[config.mk]
export PLATFORM = sky130hd
export DESIGN_NAME = alu_op_sequencer
export DESIGN_NICKNAME = d
export VERILOG_FILES = /design/src/rtl/alu_pkg.sv /design/src/rtl/alu_shift_add_mul.sv /design/src/rtl/alu_op_sequencer.sv
export SDC_FILE = /design/constraint.sdc
export NUM_CORES = 1
export LEC_CHECK = 0
export BUFFER_PORTS_ARGS = -buffer_cell sky130_fd_sc_hd__buf_2
export CORE_ASPECT_RATIO = 0.9
export CORE_MARGIN = 4
export CORE_UTILIZATION = 35
export DETAILED_ROUTE_END_ITERATION = 6
export PLACE_DENSITY = 0.64
export SLEW_MARGIN = 20
export SYNTH_ARGS = -nofsm -noshare
export SYNTH_HDL_FRONTEND = slang
export SYNTH_SLANG_ARGS = --single-unit
[constraint.sdc]
create_clock -name Clock -period 1.45 [get_ports Clock]
set_input_delay 0.29 -clock Clock [delete_from_list [all_inputs] [get_ports Clock]]
set_output_delay 0.29 -clock Clock [all_outputs]
set_load 0.02 [all_outputs]
[src/rtl/alu_pkg.sv]
// Shared types and constants for the ALU operation sequencer.
// ALU_SEQ_MUL_EN adds the MUL state used by the iterative multiplier path.
package alu_pkg;

`ifdef ALU_SEQ_MUL_EN
    typedef enum logic [1:0] {
        ST_IDLE   = 2'd0,
        ST_SETTLE = 2'd1,
        ST_MUL    = 2'd2,
        ST_DONE   = 2'd3
    } seq_state_t;
`else
    typedef enum logic [1:0] {
        ST_IDLE   = 2'd0,
        ST_SETTLE = 2'd1,
        ST_DONE   = 2'd3
    } seq_state_t;
`endif

    localparam logic [3:0] OP_MUL = 4'hF;
    localparam int SETTLE_CYCLES_DEFAULT = 1;

endpackage

[src/rtl/alu_shift_add_mul.sv]
// Iterative shift-add multiplier: one partial-product step per clock, NrOfBits steps, truncated product.
// Only built when ALU_SEQ_MUL_EN is defined.
`ifdef ALU_SEQ_MUL_EN
module alu_shift_add_mul #(
    parameter int NrOfBits = 32
) (
    input  logic                Clock,
    input  logic                Reset_n,
    input  logic                start,
    input  logic [NrOfBits-1:0] a,
    input  logic [NrOfBits-1:0] b,
    output logic                busy,
    output logic                done,
    output logic [NrOfBits-1:0] product
);
    localparam int CW = $clog2(NrOfBits + 1);

    logic [NrOfBits-1:0] mcand;
    logic [NrOfBits-1:0] mplier;
    logic [CW-1:0]       steps_left;

    always_ff @(posedge Clock) begin
        if (!Reset_n) begin
            mcand      <= '0;
            mplier     <= '0;
            product    <= '0;
            steps_left <= '0;
            busy       <= 1'b0;
        end else if (start) begin
            mcand      <= a;
            mplier     <= b;
            product    <= '0;
            steps_left <= CW'(NrOfBits);
            busy       <= 1'b1;
        end else if (busy) begin
            if (mplier[0]) begin
                product <= product + mcand;
            end
            mcand      <= mcand << 1;
            mplier     <= mplier >> 1;
            steps_left <= steps_left - CW'(1);
            if (steps_left == CW'(1)) begin
                busy <= 1'b0;
            end
        end
    end

    // High during the cycle whose closing edge performs the final step.
    assign done = busy && (steps_left == CW'(1));

endmodule
`endif

[src/rtl/alu_op_sequencer.sv]
// Sequences one ALU request: registers operands/select, lets the result mux settle, captures the result.
// Define ALU_SEQ_MUL_EN to add the shift-add multiplier on opcode 4'hF (MulOut feeds mux input 15).
module alu_op_sequencer
    import alu_pkg::*;
#(
    parameter int NrOfBits     = 32,
    parameter int SettleCycles = SETTLE_CYCLES_DEFAULT
) (
    input  logic                Clock,
    input  logic                Reset_n,
    input  logic                ReqValid,
    output logic                ReqReady,
    input  logic [3:0]          OpCode,
    input  logic [NrOfBits-1:0] OperandA,
    input  logic [NrOfBits-1:0] OperandB,
    output logic [NrOfBits-1:0] OpA_q,
    output logic [NrOfBits-1:0] OpB_q,
    output logic [3:0]          Sel,
    output logic                MuxEnable,
    input  logic [NrOfBits-1:0] MuxOut,
`ifdef ALU_SEQ_MUL_EN
    output logic [NrOfBits-1:0] MulOut,
`endif
    output logic [NrOfBits-1:0] Result,
    output logic                Zero,
    output logic                ResultValid,
    input  logic                ResultReady
);
    localparam logic [3:0] SETTLE_LOAD = 4'(SettleCycles);

    seq_state_t state;
    seq_state_t next_state;
    logic [3:0] settle_cnt;
    logic       accept;

    assign accept = ReqValid && ReqReady;

`ifdef ALU_SEQ_MUL_EN
    logic mul_start;
    logic mul_busy;
    logic mul_done;

    assign mul_start = accept && (OpCode == OP_MUL);

    alu_shift_add_mul #(
        .NrOfBits(NrOfBits)
    ) u_mul (
        .Clock  (Clock),
        .Reset_n(Reset_n),
        .start  (mul_start),
        .a      (OperandA),
        .b      (OperandB),
        .busy   (mul_busy),
        .done   (mul_done),
        .product(MulOut)
    );
`endif

    always_ff @(posedge Clock) begin
        if (!Reset_n) begin
            state <= ST_IDLE;
        end else begin
            state <= next_state;
        end
    end

    always_comb begin
        next_state = state;
        case (state)
            ST_IDLE: begin
                if (accept) begin
`ifdef ALU_SEQ_MUL_EN
                    next_state = mul_start ? ST_MUL : ST_SETTLE;
`else
                    next_state = ST_SETTLE;
`endif
                end
            end
            ST_SETTLE: if (settle_cnt <= 4'd1) next_state = ST_DONE;
`ifdef ALU_SEQ_MUL_EN
            // Leaving on !mul_busy as well keeps the FSM from stranding if the multiplier ever idles early.
            ST_MUL:    if (mul_done || !mul_busy) next_state = ST_SETTLE;
`endif
            ST_DONE:   if (ResultReady) next_state = ST_IDLE;
            default:   next_state = ST_IDLE;
        endcase
    end

    always_comb begin
        ReqReady    = 1'b0;
        MuxEnable   = 1'b0;
        ResultValid = 1'b0;
        case (state)
            ST_IDLE:   ReqReady    = 1'b1;
            ST_SETTLE: MuxEnable   = 1'b1;
`ifdef ALU_SEQ_MUL_EN
            ST_MUL:    MuxEnable   = 1'b1;
`endif
            ST_DONE:   ResultValid = 1'b1;
            default:   ;
        endcase
    end

    always_ff @(posedge Clock) begin
        if (!Reset_n) begin
            OpA_q      <= '0;
            OpB_q      <= '0;
            Sel        <= '0;
            Result     <= '0;
            settle_cnt <= '0;
        end else if (accept) begin
            OpA_q      <= OperandA;
            OpB_q      <= OperandB;
            Sel        <= OpCode;
            settle_cnt <= SETTLE_LOAD;
        end else if (state == ST_SETTLE) begin
            settle_cnt <= settle_cnt - 4'd1;
            if (settle_cnt <= 4'd1) begin
                Result <= MuxOut;
            end
        end
`ifdef ALU_SEQ_MUL_EN
        else if (state == ST_MUL && next_state == ST_SETTLE) begin
            settle_cnt <= 4'd1;
        end
`endif
    end

    assign Zero = (Result == '0);

endmodule

==> results.toml <==
[logic_synthesis]
ys_warn_count = 0
async_flop_share_pct = 0
synth_common_cells = "nand2_1 (201), dfxtp_1 (106), a21boi_0 (48), mux2i_1 (32), a21boi_1 (21)"
yosys.area.top_type = "dfxtp_1"
syn_area_um2 = 4150
syn_inst = 481
synth_top_family_by_area = "simple AND/OR/NAND/NOR gates"
yosysTopAreaCellShare_pct = 51.1
synth.most_common_cell = "nand2_1"
syn-num-nets = 587
synthSimpleGateAreaFrac_pct = 22.6
synth_area_per_cell_um2 = 8.63
synth_edf_count = 0
synth_xor_area_share_pct = 0.422
synthTopCellsByArea = "dfxtp_1 (51%), nand2_1 (18%), a21boi_0 (8.7%), mux2i_1 (7.7%), a21boi_1 (3.8%)"
synth_cell_types = 29
synth_adder_area_share_pct = 0.603
synth_ff_type = "dfxtp_1"
synth.yosys.seq_area_share_pct = 51.1
synthMuxAreaShare_pct = 7.71
synth-compound-area-share_pct = 13.3
ys_ff_latch = 106

[global_routing]
met1_usage_pct = 18.9
grt_pass1_vias = 3920
grt_usage_pct = 16.1
antenna_found_initial = 0
overflow = 0
grt-busiest-layer = "met2"
use_met3_pct = 4.77
grt_max_degree = 59
grt_util_met2_pct = 27.7
grt_pass1_wl_um = 18400

[worst_setup_path]
rr_worst_depth = 7
slowest_delay_ns = 0.33
cp_top_family = "simple AND/OR/NAND/NOR gates"
cpMaxStageDelayCell = "dfxtp_2"
reg2reg_slack_ns = -0.02
endpoint_kind = "primary output"
worstSetupPathDepth = 4
path_buf_inv = 1
reg2reg_to = "Result[0]"
r2r_start = "settle_cnt[0]"
crit_path_cell_trace = "nor4_4 > nand4_1 > nor2_1 > buf_4"
endpoint = "Zero"
critPathLaunchType = "register"
required_ns = 1.16
crit_path_start = "Result[7]"
cp.arrival_ns = 1.39
worstSetupPathType = "register to primary output"
path_max_fanout = 2

[layout]
drive_above_1_share_pct = 40.2
num-nets-final = 803
antenna_cells = 0
synthToLayoutAreaGrowth_pct = 45.9

[sta]
period_needed_ns = 1.68
finClkSkew_ns = 0.00290
tightest_slew_ns = 0.349
setup_viol = 6
rsz0062_at_grt = "true"
final.setup.worst_slack_ns = -0.232
fmax_mhz = 595
period_share_pct = 116
hold_viol_final = 0
drv_slew = 0
slew_headroom_pct = 76.7

[min_path]
min_path_type = "input port to register"

[placement]
gp_congestion = 0.811
dp_slack_ns = -0.00240
port_buffers = 207
hpwl_um = 8340

[clocking]
clock_latency_ns = 0.33
cts-root-buf = "clkbuf_16"
htree_num_levels = 3
cts_tree = "built"
clock_path_buffers = 2
cts_sinks = 106
numCtsBuffers = 9
clk_pin_slew_ns = 0.07

[routing]
drc = 0
ant_nets = 0
dr.pass1.iters = 4
num_vias = 3976
wl_per_cell_um = 13.4
vias_per_cell = 4.63
wl_um = 11500
drt_iter0_drc = 196

[power_and_ir_drop]
leakage_uw = 0.00283
power.density_nw_per_um2 = 1260
p_total_uw = 7630
vdd_drop_max_mv = 0.722

[floorplan]
core_area_um2 = 11500
die_x_um = 123
die_y_um = 111
num_rows = 37
io_pins = 208
dieArea_um2 = 13700
initial_core_util_pct = 36.0

[outcome]
violations = "setup timing"
outcome = "finished with violations"

[job]
drv_cap = 0
## area by class of cell
class / instances / area, µm²
fill: 1107 / 5470
sequential: 106 / 2140
multi-input combinational: 337 / 1970
timing repair buffer: 239 / 1460
clock buffer: 12 / 256
tap: 156 / 195
clock inverter: 4 / 26.3
inverter: 4 / 17.5
## flip-flops by register name, summed over array words and instances, names as in the netlist
name,cells
Sel,4
state,2
OpB_q,32
settle_cnt,4
Result,32
OpA_q,32
## cell families (layout without fill, tap and decap cells)
family / after synthesis / after routing
xor gates and xnor gates: 2 / 2
muxes: 32 / 32
adders and majority gates: 2 / 2
AOI/OAI and AO/OA: 74 / 74
DFF: 106 / 106
and+or+nand+nor: 227 / 227
buffers and inverters: 38 / 259
## worst min path at each step
stage                            start          to  cells past startpoint
after global placement       OpB_q[20]   OpB_q[20]                      2
after CTS                 OperandB[18]   OpB_q[18]                      3
final                      OperandB[6]    OpB_q[6]                      3
after detailed placement     OpB_q[18]   OpB_q[18]                      2
after floorplan           OperandA[13]   OpA_q[13]                      2
after global routing        MuxOut[27]  Result[27]                      3
## report_power, final
| part | switching (µW) | internal (µW) |
|---|---|---|
| clock | 1020 | 1260 |
| combinational | 1060 | 920 |
| sequential | 192 | 3180 |
| total | 2270 | 5360 |
## per-stage QoR
| step | area, µm² | std cells | util [%] | setup TNS, ns | hold slack [ns] |
|---|---|---|---|---|---|
| 2_1_floorplan | 4150 | 481 | - | 0 | 0.425 |
| 3_3_place_gp | 5530 | 836 | 47.9 | 0 | 0.438 |
| 3_5_place_dp | 5530 | 836 | 47.9 | -0.00240 | 0.443 |
| 4_1_cts | 5870 | 853 | 50.9 | -0.242 | 0.176 |
| 5_1_grt | 6060 | 858 | 52.6 | -1.76 | 0.185 |
| 6_report | 6060 | 858 | 52.6 | -0.282 | 0.192 |
## per-layer routing
layer	routed length, µm	vias up
met4	284	0
met5	0	-
met2	5720	128
met3	819	23
met1	4700	1832
li1	-	1993
## worst reg2reg max path: cells and delay by family (launching register included)
family                     cells  cell delay [ns]
and+or+nand+nor                2             0.29
adders and majority gates      1             0.14
buffers and inverters          3             0.39
muxes                          1             0.21
DFF                            1             0.36
## timing repair
action / in CTS / in global routing
pin swaps: 4 / 7
buffers inserted: 1 / 2
hold buffers: 0 / 0
endpoints found under the setup margin: 4 / 80
gates cloned: 0 / 3
resized for setup: 11 / 34
## cells in the final DEF, fill, tap and decap left out, types with 2 or more instances in the layout
cell       netlist  final
buf_2           10    203
nand2_1        201    201
dfxtp_1        106     99
a21boi_0        48     45
mux2i_1         32     28
a21boi_1        21     24
buf_4            0     21
clkbuf_16        0     12
buf_12           0      8
nor2_1           7      6
dfxtp_2          0      5
nor4_2           0      4
mux2i_2          0      4
nor4_4           1      3
inv_2            0      2
nor4_1           8      2
nand4_1          2      2
ha_4             0      2
clkinv_2         0      2
clkbuf_8         0      2
buf_6            3      2
buf_8            0      2
dfxtp_4          0      2
(Power assumes the default switching activity.)
